### config.mk
export PLATFORM = sky130hd
export DESIGN_NAME = alk_step_seq
export DESIGN_NICKNAME = d
export VERILOG_FILES = /design/src/rtl/alk_pkg.sv /design/src/rtl/alk_step_cnt.sv /design/src/rtl/alk_step_seq.sv
export SDC_FILE = /design/constraint.sdc
export NUM_CORES = 1
export LEC_CHECK = 0
export ABC_AREA = 1
export CAP_MARGIN = 20
export CORE_MARGIN = 3
export CORE_UTILIZATION = 52
export DETAILED_ROUTE_END_ITERATION = 10
export GPL_ROUTABILITY_DRIVEN = 0
export PLACE_DENSITY_LB_ADDON = 0.12
export REMOVE_ABC_BUFFERS = 1
export SYNTH_ARGS = -nofsm -noshare
export SYNTH_HDL_FRONTEND = slang
export SYNTH_SLANG_ARGS = --single-unit
### constraint.sdc
create_clock -name clk -period 3.4 [get_ports clk]
set_input_delay 0.51 -clock clk [delete_from_list [all_inputs] [get_ports clk]]
set_output_delay 0.51 -clock clk [all_outputs]
set_load 0.1 [all_outputs]
### src/rtl/alk_pkg.sv
// Shared encodings for the ALK multi-step sequencer: op codes, FSM states,
// operand size codes and the operand bit-count helper.
package alk_pkg;

  typedef enum logic [2:0] {
    OP_NOP    = 3'd0,
    OP_MUL    = 3'd1,
    OP_DIV    = 3'd2,
    OP_DIVDBL = 3'd3,
    OP_REM    = 3'd4,
    OP_SHL    = 3'd5,
    OP_SHR    = 3'd6,
    OP_RSVD   = 3'd7
  } alk_op_t;

  typedef enum logic [1:0] {
    ST_IDLE = 2'd0,
    ST_RUN  = 2'd1,
    ST_FIN  = 2'd2
  } alk_state_t;

  localparam logic [1:0] DS_BYTE = 2'b00;
  localparam logic [1:0] DS_WORD = 2'b01;
  localparam logic [1:0] DS_LONG = 2'b10;
  localparam logic [1:0] DS_QUAD = 2'b11;

  // Quad collapses to long on a 32-bit datapath.
  function automatic logic [7:0] size_bits(input logic [1:0] dsize, input int dw);
    case (dsize)
      DS_BYTE: size_bits = 8'd8;
      DS_WORD: size_bits = 8'd16;
      DS_LONG: size_bits = 8'd32;
      default: size_bits = (dw == 64) ? 8'd64 : 8'd32;
    endcase
  endfunction

endpackage

### src/rtl/alk_step_cnt.sv
// Loadable step down-counter: subtracts K per enabled cycle, saturates at zero,
// flags the final step cycle (count <= K) and holds while i_go is low.
module alk_step_cnt #(
  parameter int CW = 7
) (
  input  logic          clk,
  input  logic          i_rst_n,
  input  logic          i_load,
  input  logic [CW-1:0] i_load_val,
  input  logic          i_dec,
  input  logic          i_go,
  input  logic [CW-1:0] i_k,
  output logic [CW-1:0] o_cnt,
  output logic          o_last
);

  logic [CW-1:0] r_cnt;

  assign o_cnt  = r_cnt;
  assign o_last = (r_cnt <= i_k);

  always_ff @(posedge clk or negedge i_rst_n) begin
    if (!i_rst_n) begin
      r_cnt <= '0;
    end else if (i_load) begin
      r_cnt <= i_load_val;
    end else if (i_dec && i_go) begin
      r_cnt <= o_last ? '0 : (r_cnt - i_k);
    end
  end

endmodule

### src/rtl/alk_step_seq.sv
// Multi-step ALU sequencer: ceil(S/K) RUN cycles then one FIN cycle after start.
// stall_l is sampled each edge and freezes/suppresses the following cycle.
module alk_step_seq
  import alk_pkg::*;
#(
  parameter int DW      = 32,
  parameter int NLANE   = DW / 8,
  parameter int DBLSTEP = 0,
  parameter int CW      = $clog2(2 * DW + 2)
) (
  input  logic             clk,
  input  logic             reset_l,
  input  logic             start_h,
  input  logic [2:0]       op_h,
  input  logic [1:0]       dsize_h,
  input  logic [CW-1:0]    count_h,
  input  logic             stall_l,
  output logic             busy_h,
  output logic             step_h,
  output logic             dblclk_h,
  output logic             dq_q_shl_l,
  output logic             dq_q_shr_l,
  output logic             alu_sub_op_h,
  output logic             loop_flag_h,
  output logic [NLANE-1:0] lane_we_h,
  output logic             done_h,
  output logic [CW-1:0]    steps_left_h
);

  alk_state_t       r_state;
  alk_op_t          r_op;
  logic             r_dbl;
  logic             r_go;
  logic [NLANE-1:0] r_mask;

  alk_op_t          w_op;
  logic             w_nop;
  logic             w_dbl_op;
  logic [7:0]       w_bits;
  logic [CW-1:0]    w_b;
  logic [CW-1:0]    w_total;
  logic [NLANE-1:0] w_mask;
  logic             w_accept;
  logic [CW-1:0]    w_k;
  logic [CW-1:0]    w_cnt;
  logic             w_last;
  logic             w_step;
  logic             w_done;

  assign w_op     = alk_op_t'(op_h);
  assign w_nop    = (w_op == OP_NOP) || (w_op == OP_RSVD);
  assign w_dbl_op = (DBLSTEP != 0) && (w_op inside {OP_MUL, OP_DIV, OP_DIVDBL});
  assign w_bits   = size_bits(dsize_h, DW);
  assign w_b      = CW'(w_bits);
  assign w_accept = (r_state == ST_IDLE) && start_h && stall_l;
  assign w_k      = r_dbl ? CW'(2) : CW'(1);

  always_comb begin
    w_total = '0;
    case (w_op)
      OP_MUL, OP_DIV: w_total = w_b;
      OP_DIVDBL:      w_total = w_b + w_b;
      OP_REM:         w_total = w_b + CW'(1);
      OP_SHL, OP_SHR: w_total = (count_h < w_b) ? count_h : w_b;
      default:        w_total = '0;
    endcase
  end

  always_comb begin
    w_mask = '0;
    for (int i = 0; i < NLANE; i++) begin
      w_mask[i] = !w_nop && (i < int'(w_bits >> 3));
    end
  end

  alk_step_cnt #(.CW(CW)) u_cnt (
    .clk        (clk),
    .i_rst_n    (reset_l),
    .i_load     (w_accept),
    .i_load_val (w_nop ? '0 : w_total),
    .i_dec      (r_state == ST_RUN),
    .i_go       (r_go),
    .i_k        (w_k),
    .o_cnt      (w_cnt),
    .o_last     (w_last)
  );

  // r_go is stall_l from the previous edge, so no input reaches an output combinationally.
  always_ff @(posedge clk or negedge reset_l) begin
    if (!reset_l) begin
      r_state <= ST_IDLE;
      r_op    <= OP_NOP;
      r_dbl   <= 1'b0;
      r_go    <= 1'b0;
      r_mask  <= '0;
    end else begin
      r_go <= stall_l;
      case (r_state)
        ST_IDLE: begin
          if (w_accept) begin
            r_op    <= w_nop ? OP_NOP : w_op;
            r_dbl   <= w_dbl_op;
            r_mask  <= w_mask;
            r_state <= (w_nop || (w_total == '0)) ? ST_FIN : ST_RUN;
          end
        end
        ST_RUN: begin
          if (r_go && w_last) r_state <= ST_FIN;
        end
        ST_FIN: begin
          if (r_go) r_state <= ST_IDLE;
        end
        default: r_state <= ST_IDLE;
      endcase
    end
  end

  assign w_step = (r_state == ST_RUN) && r_go;
  assign w_done = (r_state == ST_FIN) && r_go;

  assign busy_h       = (r_state != ST_IDLE);
  assign step_h       = w_step;
  assign dblclk_h     = w_step && r_dbl && (w_cnt >= CW'(2));
  assign dq_q_shl_l   = !(w_step && (r_op inside {OP_DIV, OP_DIVDBL, OP_REM, OP_SHL}));
  assign dq_q_shr_l   = !(w_step && (r_op inside {OP_MUL, OP_SHR}));
  // The last REM step is the restore and never subtracts.
  assign alu_sub_op_h = w_step && ((r_op == OP_DIV) || (r_op == OP_DIVDBL) ||
                                   ((r_op == OP_REM) && (w_cnt != CW'(1))));
  assign loop_flag_h  = w_step && w_last;
  assign done_h       = w_done;
  assign lane_we_h    = w_done ? r_mask : '0;
  assign steps_left_h = w_cnt;

endmodule

# Yosys cells after proc, flatten, opt, wreduce, memory -nomap -nowiden
# Cells that the tools add are included.
[classes]
n_mul = 0
n_reduce_logical = 33
div = 0
magnitude_cmp = 6
add_sub_neg = 3
shift = 0
muxes = 14
n_eq_ne = 20
n_bitwise = 0
[ops]
columns = ["op", "count"]
rows = [
  ["$mux W7", 5],
  ["$pmux W7 S4", 1],
  ["$eq A3 B3 Y1 const B", 7],
  ["$logic_and A1 B1 Y1", 14],
  ["$eq A3 B2 Y1 const B", 4],
  ["$pmux W6 S2", 1],
  ["$mux W2", 4],
  ["$add A7 B1 Y7 const B", 1],
  ["$add A7 B7 Y7", 1],
  ["$le A7 B1 Y1 const B", 1],
  ["$logic_not A7 Y1", 1],
  ["$lt A7 B7 Y1", 1],
  ["$ne A7 B1 Y1 const B", 1],
  ["$sub A7 B1 Y7 const B", 1],
  ["$eq A3 B1 Y1 const B", 2],
  ["$lt A2 B3 Y1 const A", 2],
  ["$pmux W2 S3", 1],
  ["$reduce_bool A2 Y1", 3],
  ["$lt A1 B5 Y1 const A", 1],
  ["$eq A2 B1 Y1 const B", 2],
  ["$logic_not A2 Y1", 2],
  ["$logic_or A1 B1 Y1", 4],
  ["$mux W4", 1],
  ["$ne A2 B2 Y1 const B", 2],
  ["other kinds (10)", 13],
]
[word_totals]
output_inout_bits = 19
ramBits = 0
register_bits = 17
latchBits = 0
mem_bits_ro = 0
memories = 0
input_bits = 16

# Depth between registers and ports, before layout
# Gate-level depths: netlist of the first run.
[logic_depth]
word_depth = 10
mapped_depth = 15
depth_no_buf = 15

# Cells and area by module
# Synthesis of the first run repeated with hierarchy kept, for this count alone.
[unflattened]
hier_cells = 242
hier_area_um2 = 1674.1
[modules_own_cells]
columns = ["mod", "area_per_inst_um2", "cells_per_inst", "n_inst"]
rows = [
  ["alk_step_seq", 843.3, 129, 1],
  ["alk_step_cnt", 830.8, 113, 1],
]

# Least setup slack after synthesis of the first run
# OpenSTA, ideal clock, no wires.
[synth_path]
path_type = "register -> output"
start = "register r_state[1]"
end = "output port lane_we_h[0]"
setup_slack_ns = -1.375
path_stages_with_launch = 5
n_path_buf = 0
required_time_ns = 2.890
arrival_time_ns = 4.265
path_cell_list = "dfrtp_1 -> inv_1 -> nor3_1 -> inv_1 -> nor2_1"
[synth_via]
elab_chain_len = 3
[synth_rtl]
columns = ["item", "line", "source"]
rows = [
  ["start: declaration", "alk_step_seq.sv:30", "alk_state_t r_state;"],
  ["start signal: assignment", "alk_step_seq.sv:104", "r_state <= (w_nop || (w_total == '0)) ? ST_FIN : ST_RUN;"],
  ["$eq A2 B2 Y1", "alk_step_seq.sv:119", "assign w_done = (r_state == ST_FIN) && r_go;"],
  ["$logic_and A1 B1 Y1", "alk_step_seq.sv:119", ""],
  ["net done_h", "alk_step_seq.sv:26", "output logic done_h,"],
  ["$mux W4", "alk_step_seq.sv:131", "assign lane_we_h = w_done ? r_mask : '0;"],
  ["end: declaration", "alk_step_seq.sv:25", "output logic [NLANE-1:0] lane_we_h,"],
]
# The timed path passes the listed nets, and every way through them passes these cells.

# Worst setup path after layout of the first run
[layout_path]
start = "input port dsize_h[1]"
end = "register r_state[0]"
[layout_via]
elab_chain_len = 10
[layout_rtl]
columns = ["item", "line", "source"]
rows = [
  ["start: declaration", "alk_step_seq.sv:15", "input logic [1:0] dsize_h,"],
  ["$eq A2 B1 Y1 or $logic_not A2 Y1 (tied branches)", "alk_pkg.sv:29", "case (dsize)"],
  ["$pmux W6 S2 *", "alk_pkg.sv:29", ""],
  ["$lt A7 B7 Y1", "alk_step_seq.sv:64", "OP_SHL, OP_SHR: w_total = (count_h < w_b) ? count_h : w_b;"],
  ["$mux W7", "alk_step_seq.sv:64", ""],
  ["$pmux W7 S4 *", "alk_step_seq.sv:60", "case (w_op)"],
  ["$logic_not A7 Y1 *", "alk_step_seq.sv:104", ""],
  ["$logic_or A1 B1 Y1 *", "alk_step_seq.sv:104", ""],
  ["$mux W2 *", "alk_step_seq.sv:104", ""],
  ["$mux W2 *", "alk_step_seq.sv:100", "if (w_accept) begin"],
  ["$pmux W2 S3 *", "alk_step_seq.sv:98", "case (r_state)"],
]
# Mark *: on every way between the ends. The rest lies on a longest branch, timed or not. The select of a mux whose other input is x is not followed.
# A chain may end at the register's enable or synchronous reset.

==> results of run 1 <==
## registers in the layout (all words and copies together), names as in the netlist
signal	count
r_go	1
r_mask	4
r_op	3
r_state	2
u_cnt.o_cnt	7
## cells in the final DEF, fill, tap and decap left out
cell | Yosys | routed
o22ai_1 | 4 | 4
nand3_1 | 13 | 13
ha_1 | 5 | 5
nand2_2 | 8 | 8
clkdlybuf4s50_1 | 0 | 22
nand3_2 | 2 | 2
o21ai_0 | 8 | 8
and3_1 | 1 | 1
a21oi_2 | 1 | 1
nand2_1 | 32 | 32
inv_1 | 28 | 28
o221ai_1 | 1 | 1
nor2_2 | 4 | 4
xnor2_1 | 1 | 1
nor3_1 | 1 | 1
a22oi_1 | 5 | 5
a31oi_1 | 1 | 1
o211ai_1 | 1 | 1
nand4_1 | 3 | 3
clkinv_2 | 0 | 1
nand2_4 | 1 | 1
buf_4 | 1 | 11
nor2_4 | 3 | 3
xor2_1 | 3 | 3
or2_0 | 1 | 1
o21ai_1 | 2 | 2
conb_1 | 1 | 1
dfrtp_1 | 17 | 17
nor2_1 | 20 | 20
o21a_1 | 1 | 1
nand3b_1 | 1 | 1
o311ai_0 | 1 | 1
inv_2 | 3 | 3
and2_4 | 1 | 1
clkbuf_4 | 0 | 3
a21oi_1 | 4 | 4
## power by group through the flow
stage               registers (mW)  logic (mW)  clock network (mW)
floorplan                    0.621       0.564                   0
global placement             0.365        1.03                   0
detailed placement           0.371        1.05                   0
CTS                          0.367        1.05               0.113
global route                 0.382        1.13               0.126
finish                       0.369        1.05               0.110
## tightest hold or removal path, stage by stage, from the launching register on
cell and delay, ns:
dfrtp_1 0.38, nand2_1 0.06, o311ai_0 0.08
## cell type report
class                           count  area (um2)
Multi-Input combinational cell    130         734
Fill cell                         195         634
Sequential cell                    17         425
Timing Repair Buffer               33         303
Inverter                           31         116
Tap cell                           28        35.0
Clock buffer                        3        22.5
Clock inverter                      1        5.00
## through the flow
step | instance area, um2 | power, mW | hold WS [ns]
final | 1640 | 1.53 | 0.554
after global routing | 1640 | 1.63 | 0.596
after detailed placement | 1610 | 1.42 | 0.538
after global placement | 1610 | 1.39 | 0.524
after floorplan | 1280 | 1.19 | 0.214
after CTS | 1640 | 1.53 | 0.563
## cell families (layout without fill, tap and decap cells)
group           count (synthesis)  after routing  synth area share (%)
fa+ha+maj                       5              5                  4.85
simple gates                   91             91                  35.1
other cells                     1              1                 0.291
compound gates                 29             29                  14.0
xor+xnor                        4              4                  2.72
flops                          17             17                  33.0
buf+inv                        33             68                  10.0
## layer usage
metal  vias to the layer above  wire (um)
met4                         0         40
li1                        656          -
met5                         -          0
met1                       574       1270
met2                        46       1590
met3                         8        197
## worst paths after layout
kind / startpoint / endpoint / slack, ns
max: dsize_h[1] / r_state[0] / 0.90
min: u_cnt.o_cnt[1] / u_cnt.o_cnt[1] / 0.55
min reg2reg: u_cnt.o_cnt[1] / u_cnt.o_cnt[1] / 0.55
max in group asynchronous: reset_l / r_state[0] / 2.25
max reg2reg: u_cnt.o_cnt[1] / u_cnt.o_cnt[0] / 1.77
min in group asynchronous: reset_l / r_op[2] / 0.66
==> results.sh, run 1 <==
export IMPL_dp_cells=239
export IMPL_layout_cells_non_filler=243
export IMPL_fin_nets=237
export IMPL_ff2ff_path_depth=8
export IMPL_met1_usage_pct=26.1
export IMPL_drtIter0Drc=46
export IMPL_area_growth_pct=27.4
export IMPL_yosysSeqAreaShare_pct=33.0
export IMPL_fmax_mhz=400
export IMPL_cts_resized=0
export IMPL_powerDensity_mw_per_mm2=934
export IMPL_synth_area_top_cells="dfrtp_1 33%, nand2_1 9.3%, inv_1 8.2%"
export IMPL_cts_sinks=17
export IMPL_p_sw_share_pct=60.2
export IMPL_internal_power_mw=0.610
export IMPL_synthCells=180
export IMPL_place_hpwl_um=2500
export IMPL_start_util_pct=56.6
export IMPL_grt_pass1_wl_um=5550
export IMPL_finalClockSkew_ns=0.00554
export IMPL_io_buffers=33
export IMPL_p_switching_mw=0.924
export IMPL_core_area_mm2=0.00228
export IMPL_yosysUniqueCellTypes=34
export IMPL_cts_htree_levels=1
export IMPL_totalWireLength_um=3100
export IMPL_ys_flop_type="dfrtp_1"
export IMPL_netlist_top_cells_count="32 x nand2_1, 28 x inv_1, 20 x nor2_1"
export IMPL_grt_pass1_vias=1271
export IMPL_path_depth=14
export IMPL_synth_seq_cells=17
export IMPL_critPathKind="in -> reg"
export IMPL_worst_path_buf_inv=3
export IMPL_synth_largest_area_cell="dfrtp_1"
export IMPL_cts_root_buf="clkbuf_4"
export IMPL_worst_slew_pin_slew_ns=0.975
export IMPL_hold_buffers=0
export IMPL_holdPathStages=2
export IMPL_critPathMaxStageDelay_ns=0.52
export IMPL_cp_required_ns=3.58
export IMPL_clk_path_buf_depth=2
export IMPL_grt_use_met3_pct=6.50
export IMPL_grt_max_degree=18
export IMPL_maxCapViolations=0
export IMPL_crit_arrival_ns=2.68
export IMPL_hold_violations=0
export IMPL_power_leakage_nw=0.804
export IMPL_period_share_pct=73.5
export IMPL_ios=35
export IMPL_cp_cell_sequence="clkdlybuf4s50_1 > nor2_1 > inv_1 > ha_1 > inv_1 > ha_1 > nor2_1 > nand3_1 > nand3_1 > nand2_1 > nor2_1 > nand2_2 > nand3_1 > nand2_1"
export IMPL_status="finished clean"
export IMPL_antenna_left=0
export IMPL_routed_via_density=5.28
export IMPL_synth_top_area_share_pct=33.0
export IMPL_synthesis_area_mm2=0.00129
export IMPL_die_x_um=55.8
export IMPL_period_minus_slack_ns=2.50
export IMPL_die_area_mm2=0.00311
export IMPL_endpoint_kind="flip-flop"
export IMPL_worstSetupStartpointType="primary input"
export IMPL_preCtsSetupSlack_ns=0.606
export IMPL_vias=1284
export IMPL_post_cts_buffers=0
export IMPL_fin_ws_ns=0.902
export IMPL_drive_gt1_share_pct=17.7
export IMPL_synthArstFlopShare_pct=100
export IMPL_fp_row_count=17
export IMPL_grt_antenna_before_repair=0
export IMPL_worstSkewPairLatency_ns=0.29
export IMPL_drc=0
export IMPL_seq_power_share_pct=24.1
export IMPL_gr_usage_met2_pct=38.5
export IMPL_cp_max_fo=6
export IMPL_fin_tns_setup_ns=0
export IMPL_yosys_warnings=0
export IMPL_cts_tree="done"
export IMPL_fin_util_pct=72.1
export IMPL_grt_ovfl_total=0
export IMPL_dr_pass1_iters=4
export IMPL_busiest_layer="met2"
export IMPL_antenna_cells=0
export IMPL_yosysMostFrequentCell="nand2_1"
export IMPL_power_frac_clock_pct=7.2
export IMPL_grt_usage_pct=22.1
export IMPL_rsz0062_at_grt="no"
export IMPL_p_comb_share_pct=68.8
export IMPL_finalMaxSlewViolations=0
export IMPL_cp_slowest_cell="clkdlybuf4s50_1"
export IMPL_finalSetupViolCount=0
export IMPL_path_delay_family="simple AND/OR/NAND/NOR gates"
export IMPL_dieHeight_um=55.8
export IMPL_slew_headroom_pct=34.8
export IMPL_cts_inserted_buffers=3
export IMPL_hp_class="reg -> reg"
export IMPL_synth_edf_count=0
export IMPL_synth_area_per_cell_um2=7.16
export IMPL_path_clk_slew_ns=0.11
export IMPL_peakVddDrop_mv=0.735
export IMPL_wl_per_cell_um=12.8
No activity file was read; power rests on OpenSTA's default activity.
==> run 2, diff against run 1 <==
Settings changed: CORE_UTILIZATION 52 to 43.
Clock period 3.4 ns to 2.1 ns, I/O delays scaled along.
==> run 2 against run 1 <==
Core utilization down 6.4 points; sequential power up 60%; design area up 12%; clock power up 64%; sequential share of layout area down 2.8 points; critical path depth down 8; global-route usage down 2.7 points; first-iteration DRC count up 83%; cell count up 6.2%; via count up 3.8%; sequential cell count unchanged; clock-buffer cell count up 1; highest routed layer unchanged.
==> results.sh, run 2 (same netlist as run 1, synthesis figures left out) <==
export IMPL_totalWireLength_um=3190
export IMPL_cts_tree="done"
export IMPL_ios=35
export IMPL_fin_ws_ns=0.103
export IMPL_rsz0062_at_grt="yes"
export IMPL_critPathKind="reg -> out"
export IMPL_grt_pass1_wl_um=5470
export IMPL_area_growth_pct=43.1
export IMPL_finalClockSkew_ns=0.00469
export IMPL_peakVddDrop_mv=0.931
export IMPL_cp_slowest_cell="dfrtp_1"
export IMPL_drc=0
export IMPL_finalMaxSlewViolations=0
export IMPL_grt_antenna_before_repair=0
export IMPL_drive_gt1_share_pct=26.0
export IMPL_status="finished clean"
export IMPL_layout_commonest_cell="nand2_1"
export IMPL_wl_per_cell_um=12.3
export IMPL_layout_cells_non_filler=258
export IMPL_routed_via_density=5.17
export IMPL_fin_nets=249
export IMPL_cts_htree_levels=1
export IMPL_clk_path_buf_depth=2
export IMPL_cts_root_buf="clkbuf_4"
export IMPL_stdcell_area_mm2=0.00184
export IMPL_hp_class="in -> async"
export IMPL_dr_pass1_iters=4
export IMPL_whs_ns=0.347
export IMPL_layout_common_cells="31 x nand2_1, 27 x inv_1, 20 x buf_4"
export IMPL_start_util_pct=45.9
export IMPL_preCtsSetupSlack_ns=-0.381
export IMPL_endpoint_kind="primary output"
export IMPL_cp_required_ns=1.78
export IMPL_period_minus_slack_ns=2.00
export IMPL_path_clk_slew_ns=0.10
export IMPL_fin_util_pct=65.7
export IMPL_maxCapViolations=0
export IMPL_cp_max_fo=4
export IMPL_hold_buffers=0
export IMPL_crit_arrival_ns=1.68
export IMPL_dp_cells=254
export IMPL_vias=1333
export IMPL_power_leakage_nw=0.904
export IMPL_critPathMaxStageDelay_ns=0.41
export IMPL_antenna_left=0
export IMPL_period_share_pct=95.1
export IMPL_fin_tns_setup_ns=0
export IMPL_dieHeight_um=60.7
export IMPL_hold_violations=0
export IMPL_cp_cell_sequence="inv_1 > ha_1 > nand4_1 > o21a_1 > nor2_1 > buf_12"
export IMPL_antenna_cells=0
export IMPL_fmax_mhz=501
export IMPL_worstSetupStartpointType="flip-flop"
export IMPL_grt_max_degree=18
export IMPL_place_hpwl_um=2690
export IMPL_cts_sinks=17
export IMPL_grt_usage_pct=19.4
export IMPL_finalSetupViolCount=0
export IMPL_core_area_mm2=0.00281
export IMPL_finalPower_mw=2.57
export IMPL_grt_pass1_vias=1317
export IMPL_worstSkewPairLatency_ns=0.29
export IMPL_powerDensity_mw_per_mm2=1390
export IMPL_io_buffers=33
export IMPL_grt_ovfl_total=0
export IMPL_die_x_um=60.7
export IMPL_cts_inserted_buffers=3
export IMPL_drtIter0Drc=84
export IMPL_fp_row_count=19
export IMPL_largest_reg_flops=7
export IMPL_postPlaceCellArea_mm2=0.00182
export IMPL_die_area_mm2=0.00369
## run 2: cell count changes in the layout (fill, tap and decap cells not counted), moves of 2 or more
cell,change
buf_12,+10
buf_4,+9
clkdlybuf4s50_1,-9
dlygate4sd2_1,+2
## run 2: report_power, final
group / internal, mW / switching (mW)
Clock: 0.0738 / 0.107
Combinational: 0.514 / 1.28
Sequential: 0.470 / 0.122
Total: 1.06 / 1.51
## run 2: metal layers
metal | routed length, um | track usage [%] | vias up
met1 | 1430 | 24.8 | 615
met4 | 40 | 5.57 | 0
met3 | 146 | 2.98 | 4
li1 | - | - | 678
met2 | 1570 | 33.7 | 36
met5 | 0 | 0 | -
## run 2: final timing paths
path	start	endpoint	slack (ns)	depth (start not counted)
max	u_cnt.o_cnt[1]	loop_flag_h	0.10	6
min	reset_l	r_op[0]	0.35	2
max reg2reg	u_cnt.o_cnt[1]	u_cnt.o_cnt[4]	0.50	8
min reg2reg	r_op[2]	r_op[2]	0.55	2
max in group asynchronous	reset_l	r_state[0]	1.55	2
min in group clk	stall_l	r_go	0.51	1
## run 2: area by class of cell
class	count	area (um2)
well taps	31	38.8
fillers	256	961
inverters	31	116
clock buffers	4	26.3
repair buffers	45	498
flip-flops and latches	17	425
multi-input cells	130	739
## run 2: what timing repair did
item	in CTS	in global routing
setup endpoints to repair	3	3
setup buffers	0	0
gates resized for setup	3	2
## run 2: critical path, delay by kind of cell (launching register included)
| kind | cells | cell delay (ns) |
|---|---|---|
| AND/OR/NAND/NOR | 2 | 0.31 |
| flip-flops | 1 | 0.41 |
| buffers and inverters | 2 | 0.34 |
| adder cells (fa/ha/maj) | 1 | 0.16 |
| AO/OA/AOI/OAI | 1 | 0.17 |
==> run 3, diff against run 2 <==
Settings changed: PLACE_DENSITY set to 0.86, PLACE_DENSITY_LB_ADDON 0.12 to not set.
==> run 3 against run 2 <==
Fmax is 1.5% higher; via count is 0.75% higher; clock-buffer cell count decreased by 1; power grew 0.64%; setup slack better by 0.030 ns; design area up 1.3%; core utilization rose by 0.85 points; cell count decreased by 0.78%; critical path depth stayed put; die area stayed put; sequential cell count did not move; critical path type unchanged; critical endpoint unchanged; largest power group unchanged.
==> results.sh, run 3 (same netlist as run 1, synthesis figures left out) <==
export IMPL_period_minus_slack_ns=1.97
export IMPL_critPathKind="reg -> out"
export IMPL_drtIter0Drc=60
export IMPL_fin_ws_ns=0.133
export IMPL_ff2ff_path_depth=8
export IMPL_dr_pass1_iters=4
export IMPL_wl_per_cell_um=12.1
export IMPL_grt_antenna_before_repair=0
export IMPL_layout_common_cells="30 x nand2_1, 26 x inv_1, 18 x buf_4"
export IMPL_die_x_um=60.7
export IMPL_path_clk_slew_ns=0.11
export IMPL_rsz0062_at_grt="no"
export IMPL_vias=1343
export IMPL_post_cts_buffers=0
export IMPL_start_util_pct=45.9
export IMPL_powerDensity_mw_per_mm2=1390
export IMPL_drive_gt1_share_pct=28.4
export IMPL_maxCapViolations=0
export IMPL_routed_via_density=5.25
export IMPL_hold_buffers=0
export IMPL_fin_nets=247
export IMPL_place_hpwl_um=2590
export IMPL_grt_pass1_vias=1275
export IMPL_dieHeight_um=60.7
export IMPL_totalWireLength_um=3100
export IMPL_die_area_mm2=0.00369
export IMPL_grt_usage_pct=18.6
export IMPL_cp_required_ns=1.78
export IMPL_finalClockSkew_ns=0.00496
export IMPL_worst_path_buf_inv=2
export IMPL_hold_violations=0
export IMPL_cp_slowest_cell="dfrtp_1"
export IMPL_finalMaxSlewViolations=0
export IMPL_crit_arrival_ns=1.65
export IMPL_grt_ovfl_total=0
export IMPL_postPlaceCellArea_mm2=0.00180
export IMPL_layout_commonest_cell="nand2_1"
export IMPL_area_growth_pct=45.0
export IMPL_critPathMaxStageDelay_ns=0.42
export IMPL_stdcell_area_mm2=0.00187
export IMPL_path_delay_family="flip-flops"
export IMPL_io_buffers=33
export IMPL_preCtsSetupSlack_ns=-0.331
export IMPL_core_area_mm2=0.00281
export IMPL_path_depth=6
export IMPL_cts_htree_levels=1
export IMPL_cts_sinks=17
export IMPL_cp_cell_sequence="inv_1 > ha_1 > nand4_1 > o21a_1 > nor2_2 > buf_12"
export IMPL_worstSkewPairLatency_ns=0.31
export IMPL_largest_reg_flops=7
export IMPL_cp_max_fo=4
export IMPL_antenna_left=0
export IMPL_status="finished clean"
export IMPL_period_share_pct=93.7
export IMPL_fp_row_count=19
export IMPL_cts_root_buf="clkbuf_4"
export IMPL_endpoint_kind="primary output"
export IMPL_cts_inserted_buffers=3
export IMPL_whs_ns=0.319
export IMPL_grt_pass1_wl_um=5260
export IMPL_drc=0
export IMPL_fmax_mhz=508
export IMPL_cts_tree="done"
export IMPL_antenna_cells=0
export IMPL_peakVddDrop_mv=0.623
export IMPL_power_leakage_nw=0.910
export IMPL_clk_path_buf_depth=2
export IMPL_ios=35
export IMPL_grt_max_degree=18
export IMPL_worstSetupStartpointType="flip-flop"
export IMPL_finalSetupViolCount=0
export IMPL_hp_class="in -> async"
==> run 3: what timing repair did <==
| action | in CTS | in global routing |
|---|---|---|
| resized for setup | 1 | 11 |
| pin swaps | 0 | 4 |
| endpoints found under the hold margin | 0 | 0 |
| endpoints found under the setup margin | 1 | 8 |
==> run 3: area by class of cell <==
type / count / area, um2
clock inverter: 1 / 7.51
tap: 31 / 38.8
sequential: 17 / 425
clock buffer: 3 / 22.5
fill: 215 / 937
timing repair buffer: 43 / 490
inverter: 31 / 116
multi-input combinational: 130 / 767
==> run 3: power by group <==
part           total (mW)  internal, mW  switching [mW]
Sequential          0.598         0.470           0.128
Combinational        1.79         0.516            1.28
Clock               0.194        0.0727           0.121
==> run 3: metrics by stage <==
| stage | util [%] | instances | power (mW) | setup TNS (ns) |
|---|---|---|---|---|
| 2_1_floorplan | - | 178 | 1.92 | -14.03 |
| 3_3_place_gp | 64.2 | 252 | 2.34 | -0.899 |
| 3_5_place_dp | 64.2 | 252 | 2.38 | -1.45 |
| 4_1_cts | 65.3 | 256 | 2.58 | 0 |
| 5_1_grt | 66.6 | 256 | 2.75 | 0 |
| 6_report | 66.6 | 256 | 2.59 | 0 |
==> run 3: final timing paths <==
kind	slack (ns)	from	end
worst min register to register	0.55	r_mask[2]	r_mask[2]
worst max-delay path	0.13	u_cnt.o_cnt[1]	loop_flag_h
min in group clk	0.49	stall_l	r_go
worst min-delay path	0.32	reset_l	r_op[1]
worst max register to register	0.46	u_cnt.o_cnt[1]	r_state[0]
max in group asynchronous	1.59	reset_l	u_cnt.o_cnt[6]
==> run 3: worst reg2reg max path, delay by kind of cell, from the launching register on <==
family	cells	cell delay [ns]
compound gates	2	0.42
fa+ha+maj	1	0.16
buf+inv	1	0.13
flops	1	0.42
simple gates	4	0.46
==> run 3: per-layer routing <==
metal	share of wire [%]	track usage (%)	vias to the layer above	wire [um]
met5	0	0	-	0
met2	50	31.9	40	1550
met3	3.8	2.55	9	117
li1	-	-	674	-
met4	2.4	7.43	0	74
met1	44	23.7	620	1360
